`src/rtl/vga_scan_driver.sv`:
```
// Raster-scan master for a 640x480@60 Hz VGA output. It queries the pixel renderers
// by position and registers their colour reply, with the sync pulses, onto the connector.
module vga_scan_driver #(
  parameter int CLK_DIV  = 4,
  parameter int H_ACTIVE = 640,
  parameter int H_FP     = 16,
  parameter int H_SYNC   = 96,
  parameter int H_BP     = 48,
  parameter int V_ACTIVE = 480,
  parameter int V_FP     = 10,
  parameter int V_SYNC   = 2,
  parameter int V_BP     = 33
) (
  input  logic        clk,
  input  logic        rst,
  output logic [9:0]  pos_x,
  output logic [9:0]  pos_y,
  input  logic [23:0] pos_data,
  output logic        hsync,
  output logic        vsync,
  output logic [3:0]  vga_r,
  output logic [3:0]  vga_g,
  output logic [3:0]  vga_b,
  output logic        frame_start
);

  localparam int H_TOTAL = H_ACTIVE + H_FP + H_SYNC + H_BP;
  localparam int V_TOTAL = V_ACTIVE + V_FP + V_SYNC + V_BP;

  localparam logic [3:0] DIV_LAST   = 4'(CLK_DIV - 1);
  localparam logic [9:0] H_LAST     = 10'(H_TOTAL - 1);
  localparam logic [9:0] V_LAST     = 10'(V_TOTAL - 1);
  localparam logic [9:0] H_ACT      = 10'(H_ACTIVE);
  localparam logic [9:0] V_ACT      = 10'(V_ACTIVE);
  localparam logic [9:0] HS_START   = 10'(H_ACTIVE + H_FP);
  localparam logic [9:0] HS_END     = 10'(H_ACTIVE + H_FP + H_SYNC);
  localparam logic [9:0] VS_START   = 10'(V_ACTIVE + V_FP);
  localparam logic [9:0] VS_END     = 10'(V_ACTIVE + V_FP + V_SYNC);

  logic [3:0] div_cnt;
  logic [9:0] h_cnt;
  logic [9:0] v_cnt;
  logic       pix_tick;
  logic       active;
  logic       hsync_raw;
  logic       vsync_raw;
  logic       unused_pos_data;

  // Gating with rst keeps frame_start quiet while reset is held, even when CLK_DIV is 1.
  assign pix_tick = !rst && (div_cnt == DIV_LAST);

  assign active    = (h_cnt < H_ACT) && (v_cnt < V_ACT);
  assign pos_x     = active ? h_cnt : 10'd0;
  assign pos_y     = active ? v_cnt : 10'd0;
  assign hsync_raw = !((h_cnt >= HS_START) && (h_cnt < HS_END));
  assign vsync_raw = !((v_cnt >= VS_START) && (v_cnt < VS_END));

  assign frame_start = pix_tick && (h_cnt == 10'd0) && (v_cnt == 10'd0);

  // Only the top nibble of each colour channel reaches the 12-bit connector.
  assign unused_pos_data = ^{pos_data[19:16], pos_data[11:8], pos_data[3:0]};

  always_ff @(posedge clk) begin
    if (rst) begin
      div_cnt <= 4'd0;
    end else if (pix_tick) begin
      div_cnt <= 4'd0;
    end else begin
      div_cnt <= div_cnt + 4'd1;
    end
  end

  always_ff @(posedge clk) begin
    if (rst) begin
      h_cnt <= 10'd0;
      v_cnt <= 10'd0;
    end else if (pix_tick) begin
      if (h_cnt == H_LAST) begin
        h_cnt <= 10'd0;
        v_cnt <= (v_cnt == V_LAST) ? 10'd0 : v_cnt + 10'd1;
      end else begin
        h_cnt <= h_cnt + 10'd1;
      end
    end
  end

  // Sync and colour go through the same register so they stay pixel-aligned at the pins.
  always_ff @(posedge clk) begin
    if (rst) begin
      hsync <= 1'b1;
      vsync <= 1'b1;
      vga_r <= 4'd0;
      vga_g <= 4'd0;
      vga_b <= 4'd0;
    end else if (pix_tick) begin
      hsync <= hsync_raw;
      vsync <= vsync_raw;
      if (active) begin
        vga_r <= pos_data[23:20];
        vga_g <= pos_data[15:12];
        vga_b <= pos_data[7:4];
      end else begin
        vga_r <= 4'd0;
        vga_g <= 4'd0;
        vga_b <= 4'd0;
      end
    end
  end

endmodule
```
`config.mk`:
```
export PLATFORM = sky130hd
export DESIGN_NAME = vga_scan_driver
export DESIGN_NICKNAME = d
export VERILOG_FILES = /design/src/rtl/vga_scan_driver.sv
export SDC_FILE = /design/constraint.sdc
export NUM_CORES = 1
export LEC_CHECK = 0
export ABC_AREA = 0
export ABC_CLOCK_PERIOD_IN_PS = 3130
export CORE_MARGIN = 2
export CORE_UTILIZATION = 45
export CTS_CLUSTER_SIZE = 20
export DETAILED_ROUTE_END_ITERATION = 10
export PLACE_DENSITY = 0.84
export SYNTH_ARGS = -nofsm -noshare
export SYNTH_HDL_FRONTEND = slang
export SYNTH_SLANG_ARGS = --single-unit
```
`constraint.sdc`:
```
create_clock -name clk -period 3.13 [get_ports clk]
set_input_delay 0.626 -clock clk [delete_from_list [all_inputs] [get_ports clk]]
set_output_delay 0.626 -clock clk [all_outputs]
set_load 0.01 [all_outputs]
```
Word-level counts from Yosys, hierarchy flattened --
Index checks and enable logic that the tools add are counted. W data, S select, Z words.
Storage, ports and cells: bits in registers 38, bits in latches 0, bits in writable memories 0, memory bits (read-only) 0, input bits 26, output and inout bits 35, logic and storage cells 40, memories 0
Operators by class: add/sub/neg operators 3, $mul 0, div/mod/pow operators 0, $lt $le $gt $ge 6, equality and inequality tests 3, shift operators 0, muxes and demuxes 7, bitwise gates (word level) 0, reductions and logical operators 13
Operator list (number):
- $mux W10 | 4
- $add A10 B1 Y10 const B | 2
- $eq A10 B10 Y1 const B | 2
- $logic_not A10 Y1 | 2
- $lt A10 B10 Y1 const B | 2
- $lt A10 B9 Y1 const B | 2
- $mux W4 | 3
- $ge A10 B10 Y1 const B | 1
- $ge A10 B9 Y1 const B | 1
- $logic_and A1 B1 Y1 | 6
- $add A4 B1 Y4 const B | 1
- $eq A4 B2 Y1 const B | 1
- $logic_not A1 Y1 | 3
- $reduce_and A2 Y1 | 1
- $reduce_or A2 Y1 | 1

Longest topological paths before layout --
word-level depth 4, gate-level depth with buffers 8, mapped depth without buffers 6

Worst setup path after synthesis --
Ideal clock, no wire load.
path type input -> output, start input port rst, end output port frame_start, data arrival time 2.091 ns, setup slack 0.413 ns, stages on the path 5, path through buf_6 or4b_1 buf_2 or3_1 nor4_1
On the way: word-level cells in the longest chain between the ends 4
Ends and longest elaborated chain:
- start, declared | line 15 | input logic rst,
- $logic_not A1 Y1 | line 50 | assign pix_tick = !rst && (div_cnt == DIV_LAST);
- $logic_and A1 B1 Y1 | line 50
- $logic_and A1 B1 Y1 (2 in series) | line 58 | assign frame_start = pix_tick && (h_cnt == 10'd0) && (v_cnt == 10'd0);
- end, declared | line 24 | output logic frame_start
No other way between the ends.

Worst setup path after layout --
Ends and elaborated chain as after synthesis.

==> results.json <==
{
  "status": "finished clean",
  "slew_headroom": 0.404,
  "nNetsFinal": 290,
  "path_delay_family": "simple AND/OR/NAND/NOR gates",
  "htree_levels": 2,
  "ff2ff_setup_slack_ns": 0.59,
  "yosysSeqAreaShare": 0.415,
  "syn_nets": 240,
  "core-area_um2": 3970,
  "critPathBufInv": 2,
  "whs_ns": 0.449,
  "clock_tree.buffer_depth": 2,
  "utilization": 0.630,
  "finalSetupViolCount": 0,
  "cts_setup_buffers": 0,
  "placementRows": 23,
  "grt_pass1_wl_um": 7240,
  "async_flop_share": 0,
  "clock.fmax_ghz": 0.335,
  "finalInstanceArea_um2": 2500,
  "maxCapViolCount": 0,
  "drt-wirelength-per-cell_um": 14.0,
  "crit_chain": "clkdlybuf4s50_1, or4b_1, or3_1, nor4_2, clkbuf_2",
  "diodes": 0,
  "drtIter0Drc": 111,
  "cp.arrival_ns": 2.36,
  "maxSlewViolCount": 0,
  "path_class": "in -> out",
  "dpl_cell_area_um2": 2360,
  "max_slew.worst_pin.slew_ns": 0.894,
  "drc_errors": 0,
  "yosysUniqueCellTypes": 39,
  "cts.clk_slew.worst_paths_ns": 0.07,
  "wl_um": 4350,
  "die_w_um": 67.8,
  "tritoncts": "done",
  "route.antenna.remaining_nets": 0,
  "cpPeakStageDelay_ns": 0.51,
  "drtPass1Iterations": 4,
  "total_power_w": 0.00109,
  "cts_hold_buf": 0,
  "gp_congestion": 0.887,
  "final_layout_size_suffix_gt1_frac": 0.0923,
  "leakagePower_nw": 0.903,
  "end_kind": "output port",
  "synth_top_area_cell": "dfxtp_1",
  "dpl.cell_count": 302,
  "worstPathMaxFanout": 2,
  "ios": 61,
  "nFillCells": 332,
  "cts_sinks": 38,
  "syn2layout_area_growth_pct": 36.5,
  "yosys-top-cells-area": "dfxtp_1 (42%), and2_1 (6.1%), a22o_1 (5.3%)",
  "dp_hpwl_um": 3080,
  "synth_top_area_frac": 0.415,
  "start_kind": "input port",
  "clock-skew-final_ns": 0.00681,
  "grt_setup_unrepaired": "false",
  "postCtsResizedCells": 2,
  "num_vias": 1680,
  "instances_no_fill": 310,
  "synth_flop_cell": "dfxtp_1",
  "dieArea_um2": 4600,
  "hp-class": "reg -> reg",
  "postSynthAreaPerCell_um2": 8.76,
  "start_util": 0.461,
  "root_buffer": "clkbuf_8",
  "power_density_nw_per_um2": 437,
  "worstPathRequired_ns": 2.50,
  "period_share": 0.955,
  "synth_area_um2": 1830,
  "synth_seq_cells": 38,
  "clk_latency_ns": 0.29,
  "final-hold-violation-count": 0,
  "worst_path_max_delay_cell": "or4b_1",
  "grt-ovfl-total": 0,
  "numCtsBuffers": 5,
  "ys_warn_count": 0,
  "grt_usage": 0.206,
  "peakVddDrop_mv": 0.268,
  "synth_edf_count": 0,
  "viasPerCell": 5.42,
  "period_minus_slack_ns": 2.99,
  "grt_max_degree": 17,
  "antenna_found_initial": 0,
  "port_buffers": 47,
  "dieHeight_um": 67.8,
  "grt_pass1_vias": 1600,
  "syn_inst": 209
}
kinds of logic after synthesis:
kind of cell	count (synthesis)	synth area share
AO/OA/AOI/OAI	40	0.145
XOR/XNOR	9	0.0430
adder cells (fa/ha/maj)	5	0.0342
buffers and inverters	17	0.0505
flip-flops	38	0.415
other	1	0.00205
AND/OR/NAND/NOR	99	0.310
worst reg2reg max path, delay by kind of cell, from the launching register on:
family                     cells  cell delay (ns)
buffers and inverters          1             0.20
and+or+nand+nor                3             1.51
AOI/OAI and AO/OA              1             0.13
DFF                            1             0.35
adders and majority gates      1             0.24
flip-flops by register name (all words and copies together), names as in the netlist:
register / cells
div_cnt: 4
hsync: 1
v_cnt: 10
vga_b: 4
vga_g: 4
vsync: 1
h_cnt: 10
vga_r: 4
through the flow:
| step | TNS [ns] | worst slack, ns |
|---|---|---|
| after floorplan | 0 | 0.413 |
| after global placement | -0.285 | -0.285 |
| after detailed placement | -0.308 | -0.308 |
| after CTS | 0 | 0.0301 |
| after global routing | 0 | 0.0566 |
| final | 0 | 0.142 |
cell usage in the layout, fill, tap and decap left out, drive strengths merged, types with 2 or more instances in the layout:
master	count
nand2	12
buf	8
nor3	5
nor4	9
or3	10
nand4b	2
nand3b	2
and3	3
nand4	7
dfxtp	38
a22o	11
nor2	14
inv	5
xnor2	4
a21oi	12
and2	18
or4b	2
nand3	10
ha	5
bufinv	2
clkdlybuf4s50	46
clkbuf	7
xor2	5
o21ai	10
synth_stat cells (2+ instances only):
cell type	n
nand3_1	10
a22o_1	11
and3_1	3
nand2_1	12
buf_2	2
buf_6	3
xnor2_1	4
nor2_1	14
inv_1	5
ha_1	5
nand4_1	7
or3_1	10
nor4_1	9
nor3_1	5
and2_1	18
dfxtp_1	38
a21oi_1	11
o21ai_0	10
nand4b_1	2
xor2_1	5
nand3b_1	2
clkbuf_1	6
layout make-up:
| type | count | area, um2 | share of cell area |
|---|---|---|---|
| repair buffers | 55 | 526 | 0.210 |
| inverters | 5 | 18.8 | 0.00750 |
| clock inverters | 2 | 60.1 | 0.0240 |
| multi-input cells | 154 | 991 | 0.396 |
| flip-flops and latches | 38 | 761 | 0.304 |
| clock buffers | 6 | 82.6 | 0.0330 |
| well taps | 50 | 62.6 | 0.0250 |
final timing paths:
| kind | from | to | cells after the start |
|---|---|---|---|
| worst max register to register | div_cnt[0]$_SDFF_PP0_ | v_cnt[1]$_SDFFE_PP0P_ | 6 |
| worst max-delay path | rst | frame_start | 5 |
| worst min register to register | div_cnt[0]$_SDFF_PP0_ | div_cnt[0]$_SDFF_PP0_ | 1 |
| worst min-delay path | div_cnt[0]$_SDFF_PP0_ | div_cnt[0]$_SDFF_PP0_ | 1 |
layer usage:
| layer | part of all wire | GRT usage | vias to the layer above | wire, um |
|---|---|---|---|---|
| li1 | - | - | 845 | - |
| met1 | 0.44 | 0.254 | 762 | 1910 |
| met2 | 0.46 | 0.331 | 66 | 2000 |
| met3 | 0.087 | 0.0667 | 7 | 379 |
| met4 | 0.015 | 0.0825 | 0 | 64 |
| met5 | 0 | 0 | - | 0 |
power by group:
part	leakage, nW	switching (W)	internal (W)
clock network	0.0714	0.000174	0.000340
logic	0.525	0.0000327	0.0000424
registers	0.307	0.00000774	0.000495
total	0.903	0.000215	0.000877
No activity file was read; power rests on OpenSTA's default activity.
